--- src/rtl/led_matrix_scan_pkg.sv ---
// Shared constants, index typedefs and the pattern ROM for the LED matrix scanner.
package led_matrix_pkg;

    localparam int MATRIX_ROWS  = 8;
    localparam int MATRIX_COLS  = 8;
    localparam int NUM_PATTERNS = 4;

    typedef logic [2:0] row_idx_t;
    typedef logic [1:0] pat_sel_t;
    typedef logic [MATRIX_COLS-1:0] col_word_t;

    // P0 diagonal, P1 full, P2 checker, P3 border; element [p][r] is row r of pattern p
    localparam col_word_t PATTERN_ROM [NUM_PATTERNS][MATRIX_ROWS] = '{
        '{8'h01, 8'h02, 8'h04, 8'h08, 8'h10, 8'h20, 8'h40, 8'h80},
        '{8'hFF, 8'hFF, 8'hFF, 8'hFF, 8'hFF, 8'hFF, 8'hFF, 8'hFF},
        '{8'hAA, 8'h55, 8'hAA, 8'h55, 8'hAA, 8'h55, 8'hAA, 8'h55},
        '{8'hFF, 8'h81, 8'h81, 8'h81, 8'h81, 8'h81, 8'h81, 8'hFF}
    };

endpackage

--- src/rtl/led_matrix_scan_if.sv ---
// Pattern select in, row/column drive and frame status out of the LED matrix scanner.
interface led_matrix_scan_if;
    import led_matrix_pkg::*;

    pat_sel_t  sel;
    logic [7:0] row;
    col_word_t col;
    pat_sel_t  pat_idx;
    logic      frame_start;

    modport master (output sel, input row, col, pat_idx, frame_start);
    modport slave  (input sel, output row, col, pat_idx, frame_start);

endinterface

--- src/rtl/led_matrix_scan_pattern_rom.sv ---
// Combinational pattern lookup: (pattern, row) -> column word.
module led_pattern_rom
    import led_matrix_pkg::*;
(
    input  pat_sel_t  pat,
    input  row_idx_t  row,
    output col_word_t col
);

    assign col = PATTERN_ROM[pat][row];

endmodule

--- src/rtl/led_matrix_scan.sv ---
// Row-scanning 8x8 LED matrix driver; the pattern changes only at frame boundaries.
// Optional GHOST_BLANK_EN blanks the columns on the last hold cycle of every row.
module led_matrix_scan
    import led_matrix_pkg::*;
#(
    parameter int ROW_HOLD       = 4,
    parameter bit ACTIVE_LOW_ROW = 1'b1
) (
    input logic              divided_clk,
    input logic              rst,
    led_matrix_scan_if.slave bus
);

    localparam logic [7:0] HOLD_LAST = 8'(ROW_HOLD - 1);
    localparam logic [7:0] ROW_OFF   = ACTIVE_LOW_ROW ? 8'hFF : 8'h00;

    logic [7:0] hold_cnt;
    logic [7:0] hold_nxt;
    row_idx_t   row_idx;
    row_idx_t   row_nxt;
    pat_sel_t   pat_active;
    pat_sel_t   pat_nxt;
    logic       hold_last;
    logic       boundary;
    col_word_t  rom_col;
    col_word_t  col_nxt;

    always_comb begin
        hold_last = (hold_cnt == HOLD_LAST);
        boundary  = hold_last && (row_idx == 3'd7);
        hold_nxt  = hold_last ? 8'd0 : hold_cnt + 8'd1;
        row_nxt   = hold_last ? row_idx + 3'd1 : row_idx;
        pat_nxt   = boundary ? bus.sel : pat_active;
    end

    // Fed next-state indices so col lands on the same edge as row and pat_idx
    led_pattern_rom u_rom (
        .pat (pat_nxt),
        .row (row_nxt),
        .col (rom_col)
    );

`ifdef GHOST_BLANK_EN
    always_comb begin
        col_nxt = (hold_nxt == HOLD_LAST) ? '0 : rom_col;
    end

    always_ff @(posedge divided_clk) begin
        if (!rst) begin
            assert (ROW_HOLD >= 2)
                else $error("led_matrix_scan: ghost blanking needs ROW_HOLD >= 2");
        end
    end
`else
    always_comb begin
        col_nxt = rom_col;
    end
`endif

    always_ff @(posedge divided_clk) begin
        if (rst) begin
            hold_cnt        <= HOLD_LAST;
            row_idx         <= 3'd7;
            pat_active      <= '0;
            bus.row         <= ROW_OFF;
            bus.col         <= '0;
            bus.pat_idx     <= '0;
            bus.frame_start <= 1'b0;
        end else begin
            hold_cnt        <= hold_nxt;
            row_idx         <= row_nxt;
            pat_active      <= pat_nxt;
            bus.row         <= (8'h01 << row_nxt) ^ ROW_OFF;
            bus.col         <= col_nxt;
            bus.pat_idx     <= pat_nxt;
            bus.frame_start <= boundary;
        end
    end

endmodule
--- src/flat_wrapper.sv ---
// flat-port wrapper written by rule: the top's interface ports become plain ports
module led_matrix_scan_flat import led_matrix_pkg::*;
#(
    parameter int ROW_HOLD       = 4,
    parameter bit ACTIVE_LOW_ROW = 1'b1
)
  (divided_clk, rst, bus_sel, bus_row, bus_col, bus_pat_idx, bus_frame_start);
  led_matrix_scan_if bus_i ();
  input logic divided_clk;
  input logic rst;
  input wire logic [$bits(bus_i.sel)-1:0] bus_sel;
  output wire logic [$bits(bus_i.row)-1:0] bus_row;
  output wire logic [$bits(bus_i.col)-1:0] bus_col;
  output wire logic [$bits(bus_i.pat_idx)-1:0] bus_pat_idx;
  output wire logic [$bits(bus_i.frame_start)-1:0] bus_frame_start;
  assign bus_i.sel = bus_sel;
  assign bus_row = bus_i.row;
  assign bus_col = bus_i.col;
  assign bus_pat_idx = bus_i.pat_idx;
  assign bus_frame_start = bus_i.frame_start;
  led_matrix_scan #(.ROW_HOLD(ROW_HOLD), .ACTIVE_LOW_ROW(ACTIVE_LOW_ROW)) u_core (.divided_clk(divided_clk), .rst(rst), .bus(bus_i));
endmodule
--- config.mk ---
export PLATFORM = sky130hd
export DESIGN_NAME = led_matrix_scan_flat
export DESIGN_NICKNAME = d
export VERILOG_FILES = /design/src/rtl/led_matrix_scan_pkg.sv /design/src/rtl/led_matrix_scan_if.sv /design/src/rtl/led_matrix_scan_pattern_rom.sv /design/src/rtl/led_matrix_scan.sv /design/src/flat_wrapper.sv
export SDC_FILE = /design/constraint.sdc
export NUM_CORES = 1
export LEC_CHECK = 0
export ABC_AREA = 1
export CAP_MARGIN = 20
export CORE_UTILIZATION = 45
export CTS_BUF_LIST = sky130_fd_sc_hd__clkbuf_4
export DETAILED_ROUTE_END_ITERATION = 6
export PLACE_DENSITY = 0.67
export SLEW_MARGIN = 0
export SYNTH_ARGS = -nofsm -noshare
export SYNTH_HDL_FRONTEND = slang
export SYNTH_HIERARCHICAL = 1
export SYNTH_SLANG_ARGS = --single-unit
--- constraint.sdc ---
create_clock -name divided_clk -period 3 [get_ports divided_clk]
set_clock_uncertainty 0.2 [all_clocks]
set_input_delay 0.9 -clock divided_clk [delete_from_list [all_inputs] [get_ports divided_clk]]
set_output_delay 0.9 -clock divided_clk [all_outputs]
set_load 0.03 [all_outputs]
==> results.md <==
- Die Ht: 62.4 microns
- P_leak: 0.999 nW
- Fin Setup TNS: 0 ps
- Syn nets: 244
- Mapped Avg Cell Area: 7.05 sq um
- Crit. Startpoint: u_core/hold_cnt[0]
- Routed WL: 3090 microns
- Initial DRC count: 27
- Resized cells post-CTS: 0
- DPL Wire Length: 2270 microns
- PwrDens: 1030 nW/um^2
- Initial Utilization: 48.1%
- Critical path's slowest cell: dfxtp_1
- Ranking of synthesized cells by area: dfxtp_1 (37%), nand2_1 (18%), nand2_2 (6.1%)
- Setup Fix Bufs, Post-CTS: 0
- Gate Count Post-Synth: 233
- Vias: 1,432
- Drt wl/cell: 10.1 microns
- Start of the worst register-to-register path: u_core/hold_cnt[0]
- Crit Path Class: flip-flop to flip-flop
- Max Clk Rate: 389 MHz
- Root Driver: clkbuf_4
- Placed cell count: 300
- YS warnings: 6
- First-pass GRT wire length: 5580 microns
- H-tree depth: 2
- CP Cell Sequence: ha_1 > nand2_2 > nor2_8 > nand3_1 > nand2_1 > nand2_1 > inv_1 > inv_1 > ha_1 > nand2_2 > nand2_1 > nand2_1 > nand2_1 > nand2_1 > nand2_1 > inv_1 > nor2_1
- Worst Path Max Fanout: 8
- Insertion delay to the later sink of the worst-skew pair: 330 ps
- Rel. slew slack: 75.9%
- Register Area: 601 sq um
- Fin crit period: 2570 ps
- CTS tree: yes
- Die width: 62.4 microns
- Max Transition Viols Final: 0
- Initial antenna violation count: 0
- Routability Congestion: 0.876
- Finished Core Util: 58.1%
- Clock Path Buffers: 2
- Period utilization: 85.8%
- Worst R2R Path Depth: 17
- Buf/Inv on CP: 3
- Synth cell types: 29
- RSZ-0062 raised after global routing: false
- NumNets Final: 272
- CP peak stage delay: 370 ps
- Post-synth top area share: 36.6%
- Tot Pwr: 2.05 mW
- Largest net degree at the start of global routing: 14
- Port buffer count: 22
- Fin area: 1990 sq um
- Maximum vdd drop: 0.555 mV
- Fin. Hold Viols: 0
- Cell accounting for the most synthesized area: dfxtp_1
- Status: finished, final reports clean
- Area occupied by multi-input gates: 886 sq um
- CTS buffer count: 5
- I/O Pins: 23
- Vias in the first global route: 1,298
- R2R Setup Slk: 430 ps
- Core footprint: 3420 sq um
- Crit end category: flip-flop
- Synth Register Bits: 30
- Hold WC Path Type: flip-flop to flip-flop
- Clock slew at reported path FFs: 100 ps
- Seq/Total Area, Yosys: 36.6%
- Mapped cell area: 1640 sq um
- Total grt overflow: 0
- Fillers: 350
- Layout Cells excl Fill: 307
- Area Overhead vs Synth: 21.0%
- Worst Path Arrival: 2640 ps
- Reg2reg end: u_core/bus.col[6]
- Vias/cell: 4.66
- Hold EP: u_core/hold_cnt[0]
- Slew @ Worst Pin: 360 ps
- WHS Path Cells: 1
- Share of layout cells above drive strength 1: 16.5%
- Tot GR Track Use: 18.5%
- Row cnt: 21
- TritonRoute pass-1 iters: 4
- TritonCTS Sinks: 30
- DP Area: 1910 sq um
- Drc violations: 0
- Startpoint types: flip-flop
- Diodes inserted: 0
- Max_cap viols: 0
- Cell family with most CP delay: simple AND/OR/NAND/NOR gates
- Final setup violation count: 0
- Post-CTS Hold Buffers: 0
- Min-Delay Startpoint: u_core/hold_cnt[0]
- Die area: 3890 sq um
- Required time of the critical path: 3070 ps
- CP most frequent cell: nand2_1
- Antenna Nets Post-Route: 0
[routing by layer]
metal  global-route usage (%)  wire length (microns)  vias up
met5                        0                      0        -
met4                     9.59                     73        0
met3                     4.93                     82        6
met2                     31.4                   1480       17
met1                     21.3                   1460      648
li1                         -                      -      761
[placed cells by master, fill, tap and decap left out, drive strengths merged, types with 3 or more instances in the layout]
| cell | count |
|---|---|
| buf | 3 |
| clkdlybuf4s50 | 22 |
| nor2 | 25 |
| a21oi | 5 |
| nand2 | 100 |
| nand3 | 17 |
| o21ai | 4 |
| ha | 7 |
| dfxtp | 30 |
| clkbuf | 5 |
| inv | 31 |
[where the power goes]
part | internal, mW | switching (mW)
Combinational | 0.450 | 0.778
Clock | 0.168 | 0.139
Sequential | 0.486 | 0.0326
[synth_stat cells, drive strengths merged]
cell type and n:
nor3b 1, nor2 25, nand4 1, nand3b 2, o21ai 4, nand2 100, o21a 1, buf 3
ha 7, or2 1, o211ai 1, clkbuf 1, clkinv 1, xor2 2, nand3 17, inv 31
dfxtp 30, a21oi 5
[stage by stage]
step                      hold WS, ps  setup WS, ps
after floorplan                   255           645
after CTS                         304           424
after global routing              338           165
after detailed placement          288           142
after global placement            281           154
final                             308           426
[worst max-delay path by stage]
stage,to,depth (start not counted)
5_1_grt,u_core/bus.col[6],17
4_1_cts,u_core/bus.col[6],17
2_1_floorplan,u_core/bus.col[1],17
3_3_place_gp,u_core/bus.col[6],15
6_report,u_core/bus.col[6],17
3_5_place_dp,u_core/bus.col[6],15
[cell type report]
cell class,instances,area share (%)
Multi-Input combinational cell,167,44.6
Sequential cell,30,30.2
Timing Repair Buffer,25,12.2
Inverter,32,6.43
Tap cell,46,2.90
Clock buffer,5,1.89
Clock inverter,2,1.70
[registers in the layout (all words and copies together), names as in the netlist]
signal                  cells
u_core/bus.col              8
u_core/hold_cnt             8
u_core/row_idx              3
u_core/bus.row              8
u_core/pat_active           2
u_core/bus.frame_start      1
[logic make-up after synthesis]
group,after synthesis,share of synthesized area (%)
simple gates,147,43.9
buf+inv,36,9.45
fa+ha+maj,7,5.34
flops,30,36.6
xor+xnor,2,1.07
compound gates,11,3.66
No activity file was read; power rests on OpenSTA's default activity.
